File: config.mk
export PLATFORM = sky130hd
export DESIGN_NAME = div_seq_32
export DESIGN_NICKNAME = d
export VERILOG_FILES = /design/src/rtl/div_seq_32.sv
export SDC_FILE = /design/constraint.sdc
export NUM_CORES = 1
export LEC_CHECK = 0
export CAP_MARGIN = 5
export CORE_ASPECT_RATIO = 0.7
export CORE_UTILIZATION = 40
export CTS_CLUSTER_DIAMETER = 80
export DETAILED_ROUTE_END_ITERATION = 16
export GPL_ROUTABILITY_DRIVEN = 0
export PLACE_DENSITY = 0.63
export SETUP_SLACK_MARGIN = 0.02
export SYNTH_ARGS = -nofsm -noshare
export SYNTH_HDL_FRONTEND = slang
export SYNTH_SLANG_ARGS = --single-unit
export TNS_END_PERCENT = 100
File: constraint.sdc
create_clock -name clock -period 34.8 [get_ports clock]
set_input_delay 6.96 -clock clock [delete_from_list [all_inputs] [get_ports clock]]
set_output_delay 6.96 -clock clock [all_outputs]
set_load 0.01 [all_outputs]
File: src/rtl/div_seq_32.sv
// div_seq_32: sequential 32-bit signed divider (truncating, C semantics).
// One restoring-division step per clock; each trial subtraction goes through
// a single ripple-carry adder computing rem - |divisor| as rem + ~|divisor| + 1.
// Quotient lands on z_lo, remainder on z_hi, 33 clocks after start is accepted.

// 32-bit ripple-carry adder built from a chain of full adders.
module add_rca_32 (
  input  logic [31:0] a,
  input  logic [31:0] b,
  input  logic        cin,
  output logic [31:0] sum,
  output logic        cout
);
  logic [32:0] carry;

  assign carry[0] = cin;

  genvar gi;
  generate
    for (gi = 0; gi < 32; gi = gi + 1) begin : g_fa
      assign sum[gi]     = a[gi] ^ b[gi] ^ carry[gi];
      assign carry[gi+1] = (a[gi] & b[gi]) | (carry[gi] & (a[gi] ^ b[gi]));
    end
  endgenerate

  assign cout = carry[32];
endmodule

module div_seq_32 (
  input  logic        clock,
  input  logic        clear,
  input  logic        start,
  input  logic [31:0] dividend,
  input  logic [31:0] divisor,
  output logic        busy,
  output logic        done,
  output logic [31:0] z_lo,
  output logic [31:0] z_hi,
  output logic        dbz
);
  typedef enum logic [1:0] {IDLE = 2'd0, ITER = 2'd1, FIX = 2'd2} state_t;

  state_t      state_reg, state_next;
  logic [63:0] rq_reg;          // {remainder, quotient} shift register
  logic [31:0] div_mag_reg;     // |divisor|
  logic [31:0] dividend_reg;    // raw dividend, needed for the divide-by-zero result
  logic        q_neg_reg;       // operand signs differ -> negate quotient
  logic        r_neg_reg;       // dividend negative -> negate remainder
  logic        zero_div_reg;    // divisor was zero
  logic [4:0]  count_reg;
  logic [31:0] z_lo_reg, z_hi_reg;
  logic        dbz_reg, done_reg;

  logic [63:0] shifted;
  logic [31:0] trial;
  logic        trial_cout;
  logic [63:0] rq_step;
  logic [31:0] dividend_mag, divisor_mag;
  logic [31:0] quo_fix, rem_fix;

  // Magnitudes of the incoming operands; -2^31 maps to 32'h80000000 unsigned.
  assign dividend_mag = dividend[31] ? (~dividend + 32'd1) : dividend;
  assign divisor_mag  = divisor[31]  ? (~divisor + 32'd1)  : divisor;

  // Trial subtraction on the shifted partial remainder; carry-out 1 means no borrow.
  assign shifted = rq_reg << 1;
  add_rca_32 u_sub (
    .a    (shifted[63:32]),
    .b    (~div_mag_reg),
    .cin  (1'b1),
    .sum  (trial),
    .cout (trial_cout)
  );
  assign rq_step = trial_cout ? {trial, shifted[31:1], 1'b1} : shifted;

  // Sign correction of the unsigned result (truncating division).
  assign quo_fix = q_neg_reg ? (~rq_reg[31:0] + 32'd1) : rq_reg[31:0];
  assign rem_fix = r_neg_reg ? (~rq_reg[63:32] + 32'd1) : rq_reg[63:32];

  // State register.
  always_ff @(posedge clock) begin
    if (clear) state_reg <= IDLE;
    else       state_reg <= state_next;
  end

  // Next-state logic: accept in IDLE, 32 iterations, then one fix-up cycle.
  always_comb begin
    state_next = state_reg;
    case (state_reg)
      IDLE:    if (start) state_next = ITER;
      ITER:    if (count_reg == 5'd31) state_next = FIX;
      FIX:     state_next = IDLE;
      default: state_next = IDLE;
    endcase
  end

  // FSM outputs: busy covers the iteration and fix-up cycles.
  always_comb begin
    busy = 1'b0;
    case (state_reg)
      ITER, FIX: busy = 1'b1;
      default:   busy = 1'b0;
    endcase
  end

  // Datapath: latch operands on accept, iterate, then commit results with a done pulse.
  always_ff @(posedge clock) begin
    if (clear) begin
      rq_reg       <= 64'd0;
      div_mag_reg  <= 32'd0;
      dividend_reg <= 32'd0;
      q_neg_reg    <= 1'b0;
      r_neg_reg    <= 1'b0;
      zero_div_reg <= 1'b0;
      count_reg    <= 5'd0;
      z_lo_reg     <= 32'd0;
      z_hi_reg     <= 32'd0;
      dbz_reg      <= 1'b0;
      done_reg     <= 1'b0;
    end else begin
      done_reg <= 1'b0;
      case (state_reg)
        IDLE: begin
          if (start) begin
            rq_reg       <= {32'd0, dividend_mag};
            div_mag_reg  <= divisor_mag;
            dividend_reg <= dividend;
            q_neg_reg    <= dividend[31] ^ divisor[31];
            r_neg_reg    <= dividend[31];
            zero_div_reg <= (divisor == 32'd0);
            count_reg    <= 5'd0;
          end
        end
        ITER: begin
          rq_reg    <= rq_step;
          count_reg <= count_reg + 5'd1;
        end
        FIX: begin
          done_reg <= 1'b1;
          dbz_reg  <= zero_div_reg;
          if (zero_div_reg) begin
            z_lo_reg <= 32'hFFFF_FFFF;
            z_hi_reg <= dividend_reg;
          end else begin
            z_lo_reg <= quo_fix;
            z_hi_reg <= rem_fix;
          end
        end
        default: ;
      endcase
    end
  end

  assign done = done_reg;
  assign z_lo = z_lo_reg;
  assign z_hi = z_hi_reg;
  assign dbz  = dbz_reg;
endmodule

==> impl_metrics.py, run 1 <==
metrics = {
    "run_status": {
        "status": "finished, final reports clean",
    },
    "cts": {
        "path_clk_slew_ps": 60,
        "cts_resized": 0,
        "cts_root_buf": "clkbuf_16",
        "numCtsBuffers": 22,
        "clk_path_buf_depth": 3,
        "cts_tree": "built",
        "ctsHtreeMaxLevel": 1,
        "holdBufCountCts": 0,
        "post_cts_buffers": 0,
        "cts.sinks": 203,
        "clk_latency_ps": 510,
    },
    "yosys": {
        "yosysTopAreaCell": "dfxtp_1",
        "syn_inst": 1368,
        "ys_types": 54,
        "synth_edf_count": 0,
        "synthFlopType": "dfxtp_1",
        "yosysTopAreaCellShare": 0.3635,
        "synth.area.top_cells": "dfxtp_1, xor2_1, fa_1, nor2_1, nand2_1",
        "syn_avg_cell_area_um2": 8.172,
        "synth_area_mm2": 0.01118,
        "ys_warn_count": 0,
        "yosys_register_bits": 203,
        "synth_seq_area_share": 0.3635,
        "synth_most_common_cell": "dfxtp_1",
        "async_flop_share": 0,
        "synth_fp_nets": 1476,
        "synth_common_cells": "dfxtp_1, nor2_1, nand2_1",
    },
    "sta": {
        "tightest_slew_ps": 1119,
        "hold_viol_final": 0,
        "final.min_clock_period_ps": 13800,
        "clock_skew_ps": 12.26,
        "rsz0062_at_grt": "no",
        "slew-limit-headroom": 0.2520,
        "finalMaxSlewViolations": 0,
        "timing.final.crit_share": 0.3966,
        "tns_ps": 0,
        "fmax_mhz": 72.46,
        "setup_viol": 0,
    },
    "routing": {
        "wirelength_um": 34060,
        "wl_per_cell_um": 18.82,
        "ant_nets": 0,
        "drc": 0,
        "firstDrtPassIters": 8,
        "via_per_inst": 5.725,
        "drt-initial-drc-count": 861,
        "num_vias": 10360,
    },
    "worst_setup_path": {
        "cp.buffers_inverters": 5,
        "cpMostUsedCell": "fa_1",
        "r2r-end": "rq_reg[40]",
        "cpMaxStageDelayCell": "fa_2",
        "worst-r2r-cell-count": 41,
        "regToRegSetupSlack_ps": 21000,
        "timing.rr.start": "rq_reg[31]",
        "critPathTopFamily": "adder cells",
        "required_ps": 35160,
        "worstSetupEndpointType": "flip-flop",
        "critPathMaxStageDelay_ps": 950,
        "crit_type": "reg2reg",
        "critPathLaunchType": "flip-flop",
        "crit_arrival_ps": 14160,
        "crit_fanout": 39,
    },
    "pwr": {
        "p_total_w": 0.0005765,
        "swShare": 0.2842,
        "powerDensity_mw_per_mm2": 43.07,
        "p_switching_w": 0.0001638,
        "p_clk_frac": 0.399,
        "p_comb_frac": 0.156,
        "seq_power_share": 0.445,
        "peakVddDrop_uv": 26.61,
        "p_int_w": 0.0004126,
        "p_leak_nw": 4.877,
    },
    "final_layout": {
        "multiInputGateArea_mm2": 0.006529,
        "fillers": 2601,
        "layout.nets": 1541,
        "diodes": 0,
        "syn_to_final_growth_pct": 19.73,
        "drive_above_1_share": 0.04080,
        "largest_reg_flops": 64,
        "final-seq-area_mm2": 0.004064,
    },
    "global_routing": {
        "first_global_vias": 9528,
        "grt_pass1_wl_um": 53740,
        "grt_max_degree": 77,
        "grtUsageTotal": 0.2363,
        "grt-ovfl-total": 0,
        "antenna_found_initial": 0,
    },
    "floorplan": {
        "core_mm2": 0.02709,
        "die_w_um": 201.8,
        "dieArea_mm2": 0.02863,
        "start_util": 0.4127,
        "io_pins": 134,
        "num_rows": 50,
        "die-height_um": 141.9,
    },
    "placed_design": {
        "io_buffer_count": 133,
        "dp_hpwl_um": 24650,
    },
    "job": {
        "max_cap_viol_count": 0,
    },
    "worst_hold_path": {
        "min_from": "div_mag_reg[21]",
        "hold_class": "reg2reg",
        "hold-path-endpoint": "div_mag_reg[21]",
        "whs_path_depth": 2,
    },
}
[per-stage QoR]
| stage | hold slack (ps) | setup slack [ps] | utilization | area [um2] | cells |
|---|---|---|---|---|---|
| after detailed placement | 447.0 | 21170 | 0.4680 | 12680 | 1772 |
| final | 455.2 | 21000 | 0.4941 | 13390 | 1810 |
| after floorplan | 425.0 | 21970 | - | 11180 | 1368 |
| after global routing | 471.3 | 20560 | 0.4941 | 13390 | 1810 |
| after CTS | 458.1 | 21070 | 0.4939 | 13380 | 1809 |
| after global placement | 442.1 | 21380 | 0.4680 | 12680 | 1772 |
[power groups by stage]
stage	logic (W)	registers, W	clock network [W]
after global placement	0.0000881	0.000260	0
after global routing	0.000101	0.000257	0.000245
final	0.0000902	0.000257	0.000230
after detailed placement	0.0000889	0.000261	0
after floorplan	0.0000628	0.000253	0
after CTS	0.0000893	0.000256	0.000234
[cell type report]
type                    count  share of cell area
well taps                 364             0.03403
repair buffers            146              0.1066
clock inverters             2           0.0007478
multi-input cells        1004              0.4878
flip-flops and latches    203              0.3036
clock buffers              35             0.05160
inverters                  56             0.01570
[how the worst max path moves through the flow]
stage	startpoint	end	slack, ps	cells past startpoint
2_1_floorplan	rq_reg[31]	rq_reg[32]	21970	43
3_5_place_dp	rq_reg[31]	rq_reg[40]	21170	41
6_report	rq_reg[31]	rq_reg[40]	21000	41
4_1_cts	rq_reg[31]	rq_reg[40]	21070	41
3_3_place_gp	rq_reg[31]	rq_reg[37]	21380	41
5_1_grt	rq_reg[31]	rq_reg[33]	20560	41
[cell families after synthesis]
group / count (synthesis) / synth area share
buffers and inverters: 161 / 0.05428
muxes: 45 / 0.04051
xor gates and xnor gates: 114 / 0.08931
AOI/OAI and AO/OA: 361 / 0.2076
adders and majority gates: 41 / 0.06670
and+or+nand+nor: 443 / 0.1781
DFF: 203 / 0.3635
[worst min-delay path, stage by stage, from the launching register on]
cell and delay [ps]:
dfxtp_1 320, nand2_1 40, o21ai_0 50
[layer usage]
layer / track usage / vias up / wire, um
met5: 0 / - / 0
met4: 0.05144 / 0 / 569
met3: 0.07579 / 39 / 3744
met2: 0.3169 / 412 / 13440
met1: 0.3586 / 4975 / 16310
li1: - / 4936 / -
[layout by cell type, fill, tap and decap left out, drive strengths merged, types with 22 or more instances in the layout]
cell type,n
o22ai,33
clkdlybuf4s50,132
inv,55
dfxtp,203
a21oi,83
mux2i,43
clkbuf,35
xor2,94
a22oi,31
o41ai,22
nand2,151
fa,31
a211oi,48
o21ai,78
nor3,22
o31ai,33
nor2,158
No activity file was read; power rests on OpenSTA's default activity.
==> inputs of run 2 (changes only) <==
- PLACE_DENSITY: 0.63 -> 0.66
- clock period: 34.8 -> 12.5 ns (I/O delays scaled with it)
==> impl_metrics.py, run 2 (synthesized netlist as in run 1, its figures left out) <==
metrics = {
    "run_status": {
        "status": "finished, final reports clean",
    },
    "floorplan": {
        "dieArea_mm2": 0.02863,
        "die_w_um": 201.8,
        "io_pins": 134,
        "start_util": 0.4127,
        "num_rows": 50,
        "die-height_um": 141.9,
        "core_mm2": 0.02709,
    },
    "worst_setup_path": {
        "crit_type": "reg2reg",
        "cpMaxStageDelayCell": "fa_2",
        "timing.rr.start": "rq_reg[31]",
        "r2r-end": "rq_reg[44]",
        "cpMostUsedCell": "fa_2",
        "regToRegSetupSlack_ps": 290,
        "crit_arrival_ps": 12600,
        "critPathMaxStageDelay_ps": 390,
        "crit_fanout": 9,
        "critPathLaunchType": "flip-flop",
        "required_ps": 12890,
        "worstSetupEndpointType": "flip-flop",
        "setup.worst_path.end": "rq_reg[44]",
        "startpoint": "rq_reg[31]",
        "worst-r2r-cell-count": 43,
    },
    "sta": {
        "timing.final.crit_share": 0.9766,
        "hold-worst-slack_ps": 450.7,
        "worst_slack_ps": 292.3,
        "tightest_slew_ps": 1206,
        "final.min_clock_period_ps": 12210,
        "tns_ps": 0,
        "setup_viol": 0,
        "fmax_mhz": 81.92,
        "clock_skew_ps": 19.09,
        "slew-limit-headroom": 0.1927,
        "hold_viol_final": 0,
        "finalMaxSlewViolations": 0,
    },
    "final_layout": {
        "syn_to_final_growth_pct": 21.76,
        "fillers": 2584,
        "layout.nets": 1552,
        "mostFrequentLayoutCell": "dfxtp_1",
        "drive_above_1_share": 0.06575,
        "diodes": 0,
        "final_cell_mix": "dfxtp_1, nor2_1, nand2_1",
        "largest_reg_flops": 64,
        "fin_util": 0.5025,
    },
    "cts": {
        "clk_path_buf_depth": 3,
        "path_clk_slew_ps": 60,
        "cts_tree": "built",
        "ctsHtreeMaxLevel": 1,
        "cts_root_buf": "clkbuf_16",
        "holdBufCountCts": 0,
        "numCtsBuffers": 22,
        "clk_latency_ps": 520,
        "cts.sinks": 203,
    },
    "pwr": {
        "p_leak_nw": 4.934,
        "seq_power_share": 0.436,
        "swShare": 0.2848,
        "p_clk_frac": 0.407,
        "peakVddDrop_uv": 74.53,
        "p_comb_frac": 0.157,
        "powerDensity_mw_per_mm2": 120.3,
        "p_int_w": 0.001171,
        "p_switching_w": 0.0004664,
        "p_total_w": 0.001637,
    },
    "worst_hold_path": {
        "hold_class": "reg2reg",
    },
    "global_routing": {
        "first_global_vias": 9589,
        "grtUsageTotal": 0.2345,
        "grt_max_degree": 86,
        "antenna_found_initial": 0,
        "grt-ovfl-total": 0,
        "grt_pass1_wl_um": 53630,
    },
    "routing": {
        "drc": 0,
        "wirelength_um": 33990,
        "firstDrtPassIters": 8,
        "via_per_inst": 5.720,
        "drt-initial-drc-count": 835,
        "num_vias": 10430,
        "wl_per_cell_um": 18.64,
        "ant_nets": 0,
    },
    "placed_design": {
        "pre_cts_slack_ps": -537.1,
        "io_buffer_count": 133,
        "dp_hpwl_um": 24570,
    },
    "job": {
        "max_cap_viol_count": 0,
    },
}
run 2: cell count changes in the layout (fill, tap and decap cells not counted), moves of 3 or more:
cell / before / now
clkbuf_1: 5 / 8
fa_2: 1 / 27
fa_1: 30 / 4
clkbuf_8: 7 / 4
buf_4: 14 / 21
run 2: timing repair:
action / in CTS / in global routing
cloned: 1 / 0
pin swaps: 1 / 4
resized for setup: 17 / 11
buffers inserted: 1 / 0
endpoints found under the setup margin: 33 / 33
run 2: cell type report:
| type | instances | area [um2] | share of cell area |
|---|---|---|---|
| tap | 364 | 455.4 | 0.03346 |
| clock inverter | 6 | 95.09 | 0.006986 |
| multi-input combinational | 1004 | 6594 | 0.4844 |
| timing repair buffer | 157 | 1558 | 0.1144 |
| inverter | 56 | 210.2 | 0.01544 |
| sequential | 203 | 4064 | 0.2986 |
| clock buffer | 34 | 635.6 | 0.04670 |
run 2: power groups by stage:
stage               sequential, W  clock, W  combinational, W
finish                   0.000713  0.000667          0.000257
global placement         0.000724         0          0.000244
detailed placement       0.000725         0          0.000249
global route             0.000715  0.000702          0.000286
CTS                      0.000711  0.000676          0.000255
floorplan                0.000705         0          0.000175
run 2: worst min-delay path by stage:
stage                startpoint                to  cells past startpoint
6_report       dividend_reg[16]  dividend_reg[16]                      2
2_1_floorplan   div_mag_reg[12]   div_mag_reg[12]                      2
4_1_cts        dividend_reg[16]  dividend_reg[16]                      2
3_5_place_dp   dividend_reg[16]  dividend_reg[16]                      2
3_3_place_gp   dividend_reg[18]  dividend_reg[18]                      2
5_1_grt        dividend_reg[16]  dividend_reg[16]                      2
run 2: layer usage:
metal	track usage	wire length (um)	part of all wire	vias to the layer above
met5	0	0	0	-
met4	0.04226	466	0.014	0
met3	0.05788	3169	0.093	36
met2	0.3270	13800	0.41	432
met1	0.3599	16560	0.49	4993
li1	-	-	-	4973
run 2: worst max-delay path, delay by kind of cell (launching register included):
family / cells / cell delay, ps
adders and majority gates: 32 / 10670
DFF: 1 / 320
buffers and inverters: 7 / 600
AOI/OAI and AO/OA: 1 / 150
muxes: 1 / 210
and+or+nand+nor: 2 / 110
run 2: metrics by stage:
stage	cells	area [um2]
after floorplan	1368	11180
after global placement	1782	12760
after detailed placement	1782	12760
after CTS	1824	13580
after global routing	1824	13610
final	1824	13610
